`src/rtl/fc_pkg.sv`:
```
// Shared constants and FSM encoding for the fully-connected MAC/bias/activation slice.
package fc_pkg;

    localparam int ACC_W_DEF  = 24;
    localparam int BIAS_W_DEF = 16;
    localparam int SHIFT_DEF  = 7;
    // Signed 8-bit weight times zero-extended 8-bit activation.
    localparam int PROD_W     = 17;
    localparam int BIAS_DEPTH = 16;

    typedef enum logic [1:0] {
        ST_ACC  = 2'd0,
        ST_BIAS = 2'd1,
        ST_ACT  = 2'd2,
        ST_HOLD = 2'd3
    } fc_state_t;

endpackage

```
`src/rtl/fc_act_quant.sv`:
```
// ReLU, arithmetic right shift and clamp to 8-bit unsigned; purely combinational.
module fc_act_quant
    import fc_pkg::*;
#(
    parameter int ACC_W = ACC_W_DEF,
    parameter int SHIFT = SHIFT_DEF
) (
    input  logic signed [ACC_W-1:0] acc,
    output logic        [7:0]       q
);

    logic signed [ACC_W-1:0] shifted;

    assign shifted = acc >>> SHIFT;

    // NOTE: q gets a value on every path so no latch is inferred.
    always_comb begin
        q = '0;
        if (acc[ACC_W-1] || (acc == '0)) begin
            q = '0;
        end else if (|shifted[ACC_W-1:8]) begin
            q = 8'hFF;
        end else begin
            q = shifted[7:0];
        end
    end

endmodule

```
`src/rtl/fc_mac_bias_unit.sv`:
```
// Neuron MAC pipeline with bias add, ReLU/requantize and bias table.
// Optional saturating accumulator: define FC_MAC_ACC_SAT_EN.
module fc_mac_bias_unit
    import fc_pkg::*;
#(
    parameter int ACC_W  = ACC_W_DEF,
    parameter int BIAS_W = BIAS_W_DEF,
    parameter int SHIFT  = SHIFT_DEF
) (
    input  logic                clk,
    input  logic                rst_n,
    input  logic                in_valid,
    input  logic signed [7:0]   weight_in,
    input  logic        [7:0]   data_in,
    output logic                mac_ready,
    input  logic                bias_valid,
    input  logic        [3:0]   bias_sel,
    output logic                bias_ready,
    output logic        [7:0]   al_result,
    input  logic                bias_wr_en,
    input  logic        [3:0]   bias_wr_addr,
    input  logic signed [BIAS_W-1:0] bias_wr_data,
    output logic                err
);

    fc_state_t state, state_nxt;

    logic accept_in, drop_in, do_bias, do_act;

    logic                     s1_valid;
    logic signed [7:0]        s1_w;
    logic        [7:0]        s1_d;
    logic                     s2_valid;
    logic signed [PROD_W-1:0] s2_prod;
    logic signed [PROD_W-1:0] w_ext, d_ext;

    logic signed [ACC_W-1:0]  acc, acc_sum, addend;
    logic signed [BIAS_W-1:0] bias_tab [BIAS_DEPTH];
    logic signed [BIAS_W-1:0] bias_rd;
    logic        [7:0]        quant_q;

    // ---------------- FSM ----------------
    // NOTE: sequential state uses non-blocking assignments only.
    always_ff @(posedge clk or negedge rst_n) begin
        if (!rst_n) state <= ST_ACC;
        else        state <= state_nxt;
    end

    always_comb begin
        state_nxt = state;
        unique case (state)
            ST_ACC:  if (bias_valid && !s1_valid && !s2_valid && !in_valid) state_nxt = ST_BIAS;
            ST_BIAS: state_nxt = ST_ACT;
            ST_ACT:  state_nxt = ST_HOLD;
            ST_HOLD: if (!bias_valid) state_nxt = ST_ACC;
            default: state_nxt = ST_ACC;
        endcase
    end

    always_comb begin
        do_bias   = (state == ST_BIAS);
        do_act    = (state == ST_ACT);
        drop_in   = in_valid && (do_bias || do_act);
        accept_in = in_valid && !(do_bias || do_act);
    end

    // ---------------- MAC pipeline ----------------
    assign w_ext = PROD_W'(s1_w);
    assign d_ext = PROD_W'({1'b0, s1_d});

    always_ff @(posedge clk or negedge rst_n) begin
        if (!rst_n) begin
            s1_valid  <= 1'b0;
            s1_w      <= '0;
            s1_d      <= '0;
            s2_valid  <= 1'b0;
            s2_prod   <= '0;
            mac_ready <= 1'b0;
        end else begin
            s1_valid  <= accept_in;
            s1_w      <= weight_in;
            s1_d      <= data_in;
            s2_valid  <= s1_valid;
            s2_prod   <= w_ext * d_ext;
            mac_ready <= s2_valid;
        end
    end

    // ---------------- Bias table ----------------
    // NOTE: the table is reset explicitly, so it maps to flops rather than a RAM macro.
    always_ff @(posedge clk or negedge rst_n) begin
        if (!rst_n) begin
            for (int i = 0; i < BIAS_DEPTH; i++) bias_tab[i] <= '0;
        end else if (bias_wr_en) begin
            bias_tab[bias_wr_addr] <= bias_wr_data;
        end
    end

    // Read is combinational from the current contents, so a same-cycle write is not visible.
    assign bias_rd = bias_tab[bias_sel];

    // ---------------- Accumulator ----------------
    assign addend = do_bias ? ACC_W'(bias_rd) : ACC_W'(s2_prod);

`ifdef FC_MAC_ACC_SAT_EN
    localparam logic signed [ACC_W-1:0] ACC_MAX = {1'b0, {(ACC_W-1){1'b1}}};
    localparam logic signed [ACC_W-1:0] ACC_MIN = {1'b1, {(ACC_W-1){1'b0}}};
    logic signed [ACC_W:0] sum_ext;

    assign sum_ext = (ACC_W+1)'(acc) + (ACC_W+1)'(addend);

    always_comb begin
        acc_sum = sum_ext[ACC_W-1:0];
        if (sum_ext[ACC_W] != sum_ext[ACC_W-1]) begin
            acc_sum = sum_ext[ACC_W] ? ACC_MIN : ACC_MAX;
        end
    end
`else
    assign acc_sum = acc + addend;
`endif

    // No product can be in flight during BIAS or ACT, so the priorities never collide.
    always_ff @(posedge clk or negedge rst_n) begin
        if (!rst_n) begin
            acc <= '0;
        end else if (do_act) begin
            acc <= '0;
        end else if (do_bias || s2_valid) begin
            acc <= acc_sum;
        end
    end

    // ---------------- Activation and outputs ----------------
    fc_act_quant #(
        .ACC_W (ACC_W),
        .SHIFT (SHIFT)
    ) u_act_quant (
        .acc (acc),
        .q   (quant_q)
    );

    always_ff @(posedge clk or negedge rst_n) begin
        if (!rst_n) begin
            al_result  <= '0;
            bias_ready <= 1'b0;
            err        <= 1'b0;
        end else begin
            bias_ready <= do_act;
            if (do_act)  al_result <= quant_q;
            if (drop_in) err <= 1'b1;
        end
    end

endmodule

```
`config.mk`:
```
export PLATFORM = sky130hd
export DESIGN_NAME = fc_mac_bias_unit
export DESIGN_NICKNAME = d
export VERILOG_FILES = /design/src/rtl/fc_pkg.sv /design/src/rtl/fc_act_quant.sv /design/src/rtl/fc_mac_bias_unit.sv
export SDC_FILE = /design/constraint.sdc
export NUM_CORES = 1
export LEC_CHECK = 0
export CAP_MARGIN = 15
export CORE_UTILIZATION = 50
export CTS_BUF_LIST = sky130_fd_sc_hd__clkbuf_4
export DETAILED_ROUTE_END_ITERATION = 7
export DONT_BUFFER_PORTS = 1
export GPL_TIMING_DRIVEN = 1
export SLEW_MARGIN = 20
export SYNTH_ARGS = -nofsm -noshare
export SYNTH_HDL_FRONTEND = slang
export SYNTH_SLANG_ARGS = --single-unit
```
`constraint.sdc`:
```
create_clock -name clk -period 6.25 [get_ports clk]
set_input_delay 1.25 -clock clk [delete_from_list [all_inputs] [get_ports clk]]
set_output_delay 1.25 -clock clk [all_outputs]
set_load 0.005 [all_outputs]
```
---- After elaboration in Yosys (flattened, before gate mapping) ----
Index checks and enable logic that the tools add are counted.
storage, ports and cells
  register bits ........................... 328
  input port bits ......................... 45
  output and inout port bits .............. 11
  logic and storage cells ................. 71
operators by class
  $add $sub $neg .......................... 1
  multiply operators ...................... 1
  $lt $le $gt $ge ......................... 3
  eq/ne operators ......................... 5
  multiplexer cells ....................... 14
  bitwise operators ....................... 2
  reduce and logical (&&, ||, !) cells .... 18
operators by type and width
  kind                                                                           number
  256-bit bitwise mux                                                            1
  24-bit two-way mux                                                             3
  16-bit binary-select mux with 4-bit select                                     1
  16-bit demux with 4-bit select                                                 1
  16-bit two-way mux                                                             3
  24-bit adder                                                                   1
  24-bit logical NOT                                                             1
  8-bit by 9-bit multiplier with 17-bit output                                   1
  8-bit two-way mux                                                              2
  5-bit >= comparator (second input constant)                                    2
  4-bit NOT with 5-bit output                                                    2
  9-bit OR reduction                                                             1
  2-bit one-hot mux with 4 select lines                                          1
  1-bit logical AND                                                              6
  5-bit by 1-bit less-than comparator with 1-bit output (second input constant)  1
  2-bit == test (second input constant)                                          2
  1-bit logical NOT                                                              4
  2-bit two-way mux                                                              2
  2-bit inequality test (second input constant)                                  2
  1-bit logical OR                                                               3
  2-bit by 1-bit == test with 1-bit output (second input constant)               1
  2-bit logical NOT                                                              1
  2-bit AND reduction                                                            1
  2-bit nonzero test                                                             1

---- Longest topological paths before layout ----
  depth after elaboration ................. 8
  mapped depth ............................ 20

---- Modules after synthesis ----
Synthesis repeated with hierarchy kept, for this count alone.
second synthesis, totals
  cells, all modules ...................... 1296
  area total of the unflattened synthesis .. 17516.8 µm²
by module, submodules not included
  module            instances  cells an instance  area an instance (µm²)
  fc_mac_bias_unit  1          1277               17407.9
  fc_act_quant      1          19                 108.9

---- Worst setup path before layout ----
OpenSTA, ideal clock, no wires.
  kind .................................... input -> register
  from .................................... in bias_sel[0]
  to ...................................... reg acc[23]
  arrival time ............................ 5.221 ns
  data required time ...................... 6.122 ns
  slack ................................... 0.902 ns
  stages on the path ...................... 15
  buffers on the path ..................... 3
  path through ............................ clkbuf_1 buf_1 mux4_2 mux4_2 mux2_2 ha_1 clkbuf_1 nand2_1 o21ai_1 nor3_1 a211oi_1 o21bai_1 a31oi_2 mux2i_1 mux2_1
between the ends
  longest elaborated chain between the ends .. 8
ends and longest elaborated chain
  element                                                line                     text
  start, declared                                        fc_mac_bias_unit.sv:17   input logic [3:0] bias_sel,
  4-bit NOT with 5-bit output (implied by the code)      fc_mac_bias_unit.sv:100  assign bias_rd = bias_tab[bias_sel];
  16-bit binary-select mux with 4-bit select             fc_mac_bias_unit.sv:100
  16-bit two-way mux (implied by the code) (2 in a row)  fc_mac_bias_unit.sv:100
  24-bit two-way mux                                     fc_mac_bias_unit.sv:103  assign addend = do_bias ? ACC_W'(bias_rd) : ACC_W'(s2_prod);
  24-bit adder                                           fc_mac_bias_unit.sv:119  assign acc_sum = acc + addend;
  24-bit two-way mux                                     fc_mac_bias_unit.sv:128  end else if (do_bias || s2_valid) begin
  24-bit two-way mux                                     fc_mac_bias_unit.sv:126  end else if (do_act) begin
  end signal, assigned                                   fc_mac_bias_unit.sv:129  acc <= acc_sum;
  end, declared                                          fc_mac_bias_unit.sv:37   logic signed [ACC_W-1:0] acc, acc_sum, addend;
Every way passes these cells. The select of a mux whose other input is x is not followed.
A chain may end at the register's enable or synchronous reset.

---- Worst setup path in the final report ----
  from .................................... reg s1_w[2]
  to ...................................... reg s2_prod[16]
between the ends
  longest elaborated chain between the ends .. 1
ends and longest elaborated chain
  element                                       line                    text
  start, declared                               fc_mac_bias_unit.sv:31  logic signed [7:0] s1_w;
  start signal, assigned                        fc_mac_bias_unit.sv:81  s1_w <= weight_in;
  8-bit by 9-bit multiplier with 17-bit output  fc_mac_bias_unit.sv:84  s2_prod <= w_ext * d_ext;
  end signal, assigned                          fc_mac_bias_unit.sv:84
  end, declared                                 fc_mac_bias_unit.sv:34  logic signed [PROD_W-1:0] s2_prod;
Every way passes these cells.

==> metrics.md <==
| Metric | Value |
|---|---|
| Number of storage elements in the synthesis netlist | 328 |
| Area added between synthesis and finish | 9.07% |
| Post-synth top flop | sky130_fd_sc_hd__dfrtp_1 |
| Endpoints failing hold | 0 |
| Destination of the worst register-to-register timing path | s2_prod[16] |
| Worst R2R Path Depth | 15 |
| Count of mapped cells out of synthesis | 1,295 |
| CTS sink count | 328 |
| Worst skew pair latency | 0.79 ns |
| Number of setup violations in the final report | 0 |
| Final routed DRC violation total | 0 |
| Kind of cell adding the most delay to the critical path | adder cells |
| Final weighted congestion of routability-driven global placement | 0.839 |
| Kind of start point of the critical path | flop |
| Slowest Stage Delay on Critical Path | 0.66 ns |
| Count of cell types in the netlist | 59 |
| Proportion of synthesized flip-flops having asynchronous set or reset | 1.00 |
| Final-report max-slew violation count | 0 |
| Wire length of the first global-routing pass | 64,000 µm |
| Largest net degree at the start of global routing | 329 |
| Root Driver | sky130_fd_sc_hd__clkbuf_4 |
| Drt pass-1 iters | 4 |
| Via density | 5.67 |
| Most frequent cells in the layout | sky130_fd_sc_hd__dfrtp_1, sky130_fd_sc_hd__mux2_1, sky130_fd_sc_hd__clkbuf_4, sky130_fd_sc_hd__mux4_2, sky130_fd_sc_hd__ha_1 |
| Worst hold-check path type | in2async |
| Outcome | finished clean |
| Net Count, Synth | 1,449 |
| Floorplan die height | 189 µm |
| Post-CTS Hold Buffers | 0 |
| Slowest library cell on the worst path | sky130_fd_sc_hd__a2111oi_0 |
| Syn Area/Cell | 13.5 µm² |
| Peak supply drop | 0.217 mV |
| Clock transition at the registers of the reported paths | 0.06 ns |
| Total half-perimeter wirelength after legalization and detailed placement | 24,100 µm |
| Placement Rows | 68 |
| Post-CTS Setup Inserts | 0 |
| Buffers added on ports | 0 |
| Critical Path RT | 6.89 ns |
| Ys Warns | 0 |
| Count of buffering cells on the critical path with inverters included | 2 |
| Post-cts resize count | 0 |
| Top achievable clock speed | 203 MHz |
| Number of vias in the routed layout | 10,476 |
| Setup repair after global routing missed its margin | no |
| Worst Clk Skew | 0.0378 ns |
| Max Buffers Root-to-Sink | 3 |
| Maximum net fanout on the critical path | 8 |
| Sequential-to-total area share from yosys stat | 0.471 |
| Number of antenna violations at the first check in global routing | 2 |
| Starting density of the core | 0.506 |
| Number of CTS-inserted buffers | 90 |
| Static leakage | 0.00862 µW |
| Period utilization | 0.789 |
| Area contributors post-synth | sky130_fd_sc_hd__dfrtp_1, sky130_fd_sc_hd__mux2_1, sky130_fd_sc_hd__mux4_2, sky130_fd_sc_hd__ha_1, sky130_fd_sc_hd__fa_1 |
| Number of global-route vias before repair | 11,028 |
| Die span in x | 189 µm |
| Setup TNS after final layout | 0 ns |
| Aggregate routed wire length | 39,600 µm |
| Clock tree from TritonCTS | done |
| Least-Margin Pin Slew | 1.20 ns |
| Final net count | 1,483 |
| Netlist Area Pre-Place | 17,400 µm² |
| Critical Path AT | 5.57 ns |
| Max-slew headroom at the worst pin | 0.203 |
| Worst Hold Slack | 0.192 ns |
| Layout cells sized above 1 | 0.188 |
| Global route overflow | 0 |
| H-tree level count | 3 |
| Max-cap violations | 0 |
| Reg-to-Reg Start | s1_w[2] |
| Category of the worst setup path capture point | flop |
| Initial DRC Count | 415 |
| Ports | 56 |
| Internal reg-to-reg setup slack | 1.32 ns |
| Share of Yosys cell area claimed by the top area cell type | 0.471 |
| EDFF count, synth | 0 |
| Most prevalent standard cell on the critical path | sky130_fd_sc_hd__fa_1 |
| Critical path, cell by cell | and2_1 > fa_1 > fa_1 > fa_1 > inv_1 > fa_1 > inv_1 > ha_1 > or2_2 > a21oi_1 > a21oi_1 > and4_1 > a2111oi_0 > a21oi_1 > xnor2_1 |
| GRT Overall Usage | 0.237 |
| Final min period | 4.93 ns |
| Area of the core | 34,500 µm² |
| Die Footprint | 35,600 µm² |
| Average wire per standard cell | 21.4 µm |
| Biggest area consumer among synthesized cells | sky130_fd_sc_hd__dfrtp_1 |
| Leading cell type in the layout, fill and taps excluded | sky130_fd_sc_hd__dfrtp_1 |
| Number of nets with antenna violations after routing | 0 |
| Type of the worst setup path | reg2reg |
| Ratio of total power to cell area | 401 nW/µm² |
[registers in the layout, indices dropped and copies added (netlist names)]
register,flops
bias_ready,1
s2_valid,1
state,2
s1_w,8
bias_tab,256
s1_valid,1
s1_d,8
al_result,8
mac_ready,1
err,1
s2_prod,17
acc,24
[how the worst max path moves through the flow]
stage | startpoint | cells past startpoint | endpoint | slack [ns]
2_1_floorplan | bias_sel[0] | 15 | acc[23] | 0.90
3_3_place_gp | bias_sel[0] | 12 | acc[23] | 1.31
3_5_place_dp | bias_sel[0] | 12 | acc[23] | 1.23
4_1_cts | s1_w[7] | 16 | s2_prod[16] | 1.31
5_1_grt | s1_w[7] | 16 | s2_prod[16] | 1.06
6_report | s1_w[2] | 15 | s2_prod[16] | 1.32
[cell families (layout without fill, tap and decap cells)]
group / Yosys count / after routing / share of synthesized area
AOI/OAI and AO/OA: 123 / 123 / 0.0459
xor gates and xnor gates: 29 / 29 / 0.0146
adders and majority gates: 109 / 109 / 0.0946
buffers and inverters: 136 / 232 / 0.0308
DFF: 328 / 328 / 0.471
muxes: 354 / 354 / 0.281
other: 0 / 3 / 0
and+or+nand+nor: 216 / 216 / 0.0625
[metal layers]
| layer | GRT usage | vias to the layer above | wire, µm |
|---|---|---|---|
| li1 | - | 4779 | - |
| met1 | 0.327 | 5438 | 17800 |
| met2 | 0.375 | 200 | 19100 |
| met3 | 0.0546 | 59 | 1960 |
| met4 | 0.0667 | 0 | 695 |
| met5 | 0 | - | 0 |
[cell usage after synthesis, types with 3 or more instances]
cell type / instances
sky130_fd_sc_hd__o21a_1: 6
sky130_fd_sc_hd__nor4_1: 5
sky130_fd_sc_hd__clkbuf_1: 53
sky130_fd_sc_hd__o21ai_0: 3
sky130_fd_sc_hd__buf_1: 6
sky130_fd_sc_hd__mux4_1: 3
sky130_fd_sc_hd__xnor2_1: 21
sky130_fd_sc_hd__o211ai_1: 5
sky130_fd_sc_hd__ha_1: 71
sky130_fd_sc_hd__mux2_1: 258
sky130_fd_sc_hd__nor2_1: 45
sky130_fd_sc_hd__o21ai_1: 10
sky130_fd_sc_hd__nand2_1: 56
sky130_fd_sc_hd__mux4_2: 77
sky130_fd_sc_hd__inv_1: 62
sky130_fd_sc_hd__nand2b_1: 13
sky130_fd_sc_hd__xor2_1: 8
sky130_fd_sc_hd__nand3_1: 9
sky130_fd_sc_hd__buf_2: 12
sky130_fd_sc_hd__a211oi_1: 7
sky130_fd_sc_hd__fa_1: 38
sky130_fd_sc_hd__mux2_2: 14
sky130_fd_sc_hd__nor3_1: 13
sky130_fd_sc_hd__nand4_1: 3
sky130_fd_sc_hd__nor2b_1: 7
sky130_fd_sc_hd__a21o_1: 12
sky130_fd_sc_hd__a22o_1: 4
sky130_fd_sc_hd__a21oi_1: 49
sky130_fd_sc_hd__dfrtp_1: 328
sky130_fd_sc_hd__a31oi_1: 4
sky130_fd_sc_hd__or3_1: 7
sky130_fd_sc_hd__and2_1: 41
sky130_fd_sc_hd__and3_1: 5
sky130_fd_sc_hd__o2bb2ai_1: 8
[layout make-up]
class,instances,area [µm²]
antenna,3,7.51
clock buffer,130,976
clock inverter,24,171
fill,2907,15400
inverter,63,236
multi-input combinational,831,8730
sequential,328,8210
tap,455,569
timing repair buffer,15,120
[where the power goes]
| part | leakage [µW] | total (µW) | internal [µW] | switching (µW) |
|---|---|---|---|---|
| combinational | 0.00394 | 2690 | 1330 | 1360 |
| clock | 0.000675 | 1950 | 1040 | 918 |
| sequential | 0.00401 | 2990 | 2680 | 308 |
| total | 0.00862 | 7630 | 5050 | 2580 |
[worst register-to-register path, stage by stage, from the launching register on]
cell and delay (ns):
sky130_fd_sc_hd__dfrtp_1 0.47, sky130_fd_sc_hd__and2_1 0.22, sky130_fd_sc_hd__fa_1 0.52, sky130_fd_sc_hd__fa_1 0.47
sky130_fd_sc_hd__fa_1 0.54, sky130_fd_sc_hd__inv_1 0.05, sky130_fd_sc_hd__fa_1 0.48, sky130_fd_sc_hd__inv_1 0.04
sky130_fd_sc_hd__ha_1 0.31, sky130_fd_sc_hd__or2_2 0.32, sky130_fd_sc_hd__a21oi_1 0.14, sky130_fd_sc_hd__a21oi_1 0.07
sky130_fd_sc_hd__and4_1 0.20, sky130_fd_sc_hd__a2111oi_0 0.66, sky130_fd_sc_hd__a21oi_1 0.17, sky130_fd_sc_hd__xnor2_1 0.16
[per-stage QoR]
| step | setup slack (ns) | power [µW] | instance area, µm² | util | cells |
|---|---|---|---|---|---|
| finish | 1.32 | 7630 | 19000 | 0.552 | 1849 |
| global route | 1.06 | 8200 | 19000 | 0.552 | 1849 |
| CTS | 1.31 | 7740 | 19000 | 0.552 | 1846 |
| detailed placement | 1.23 | 5720 | 17900 | 0.518 | 1692 |
| global placement | 1.31 | 5670 | 17800 | 0.518 | 1691 |
| floorplan | 0.902 | 5130 | 17400 | - | 1295 |
(Power assumes the default switching activity.)
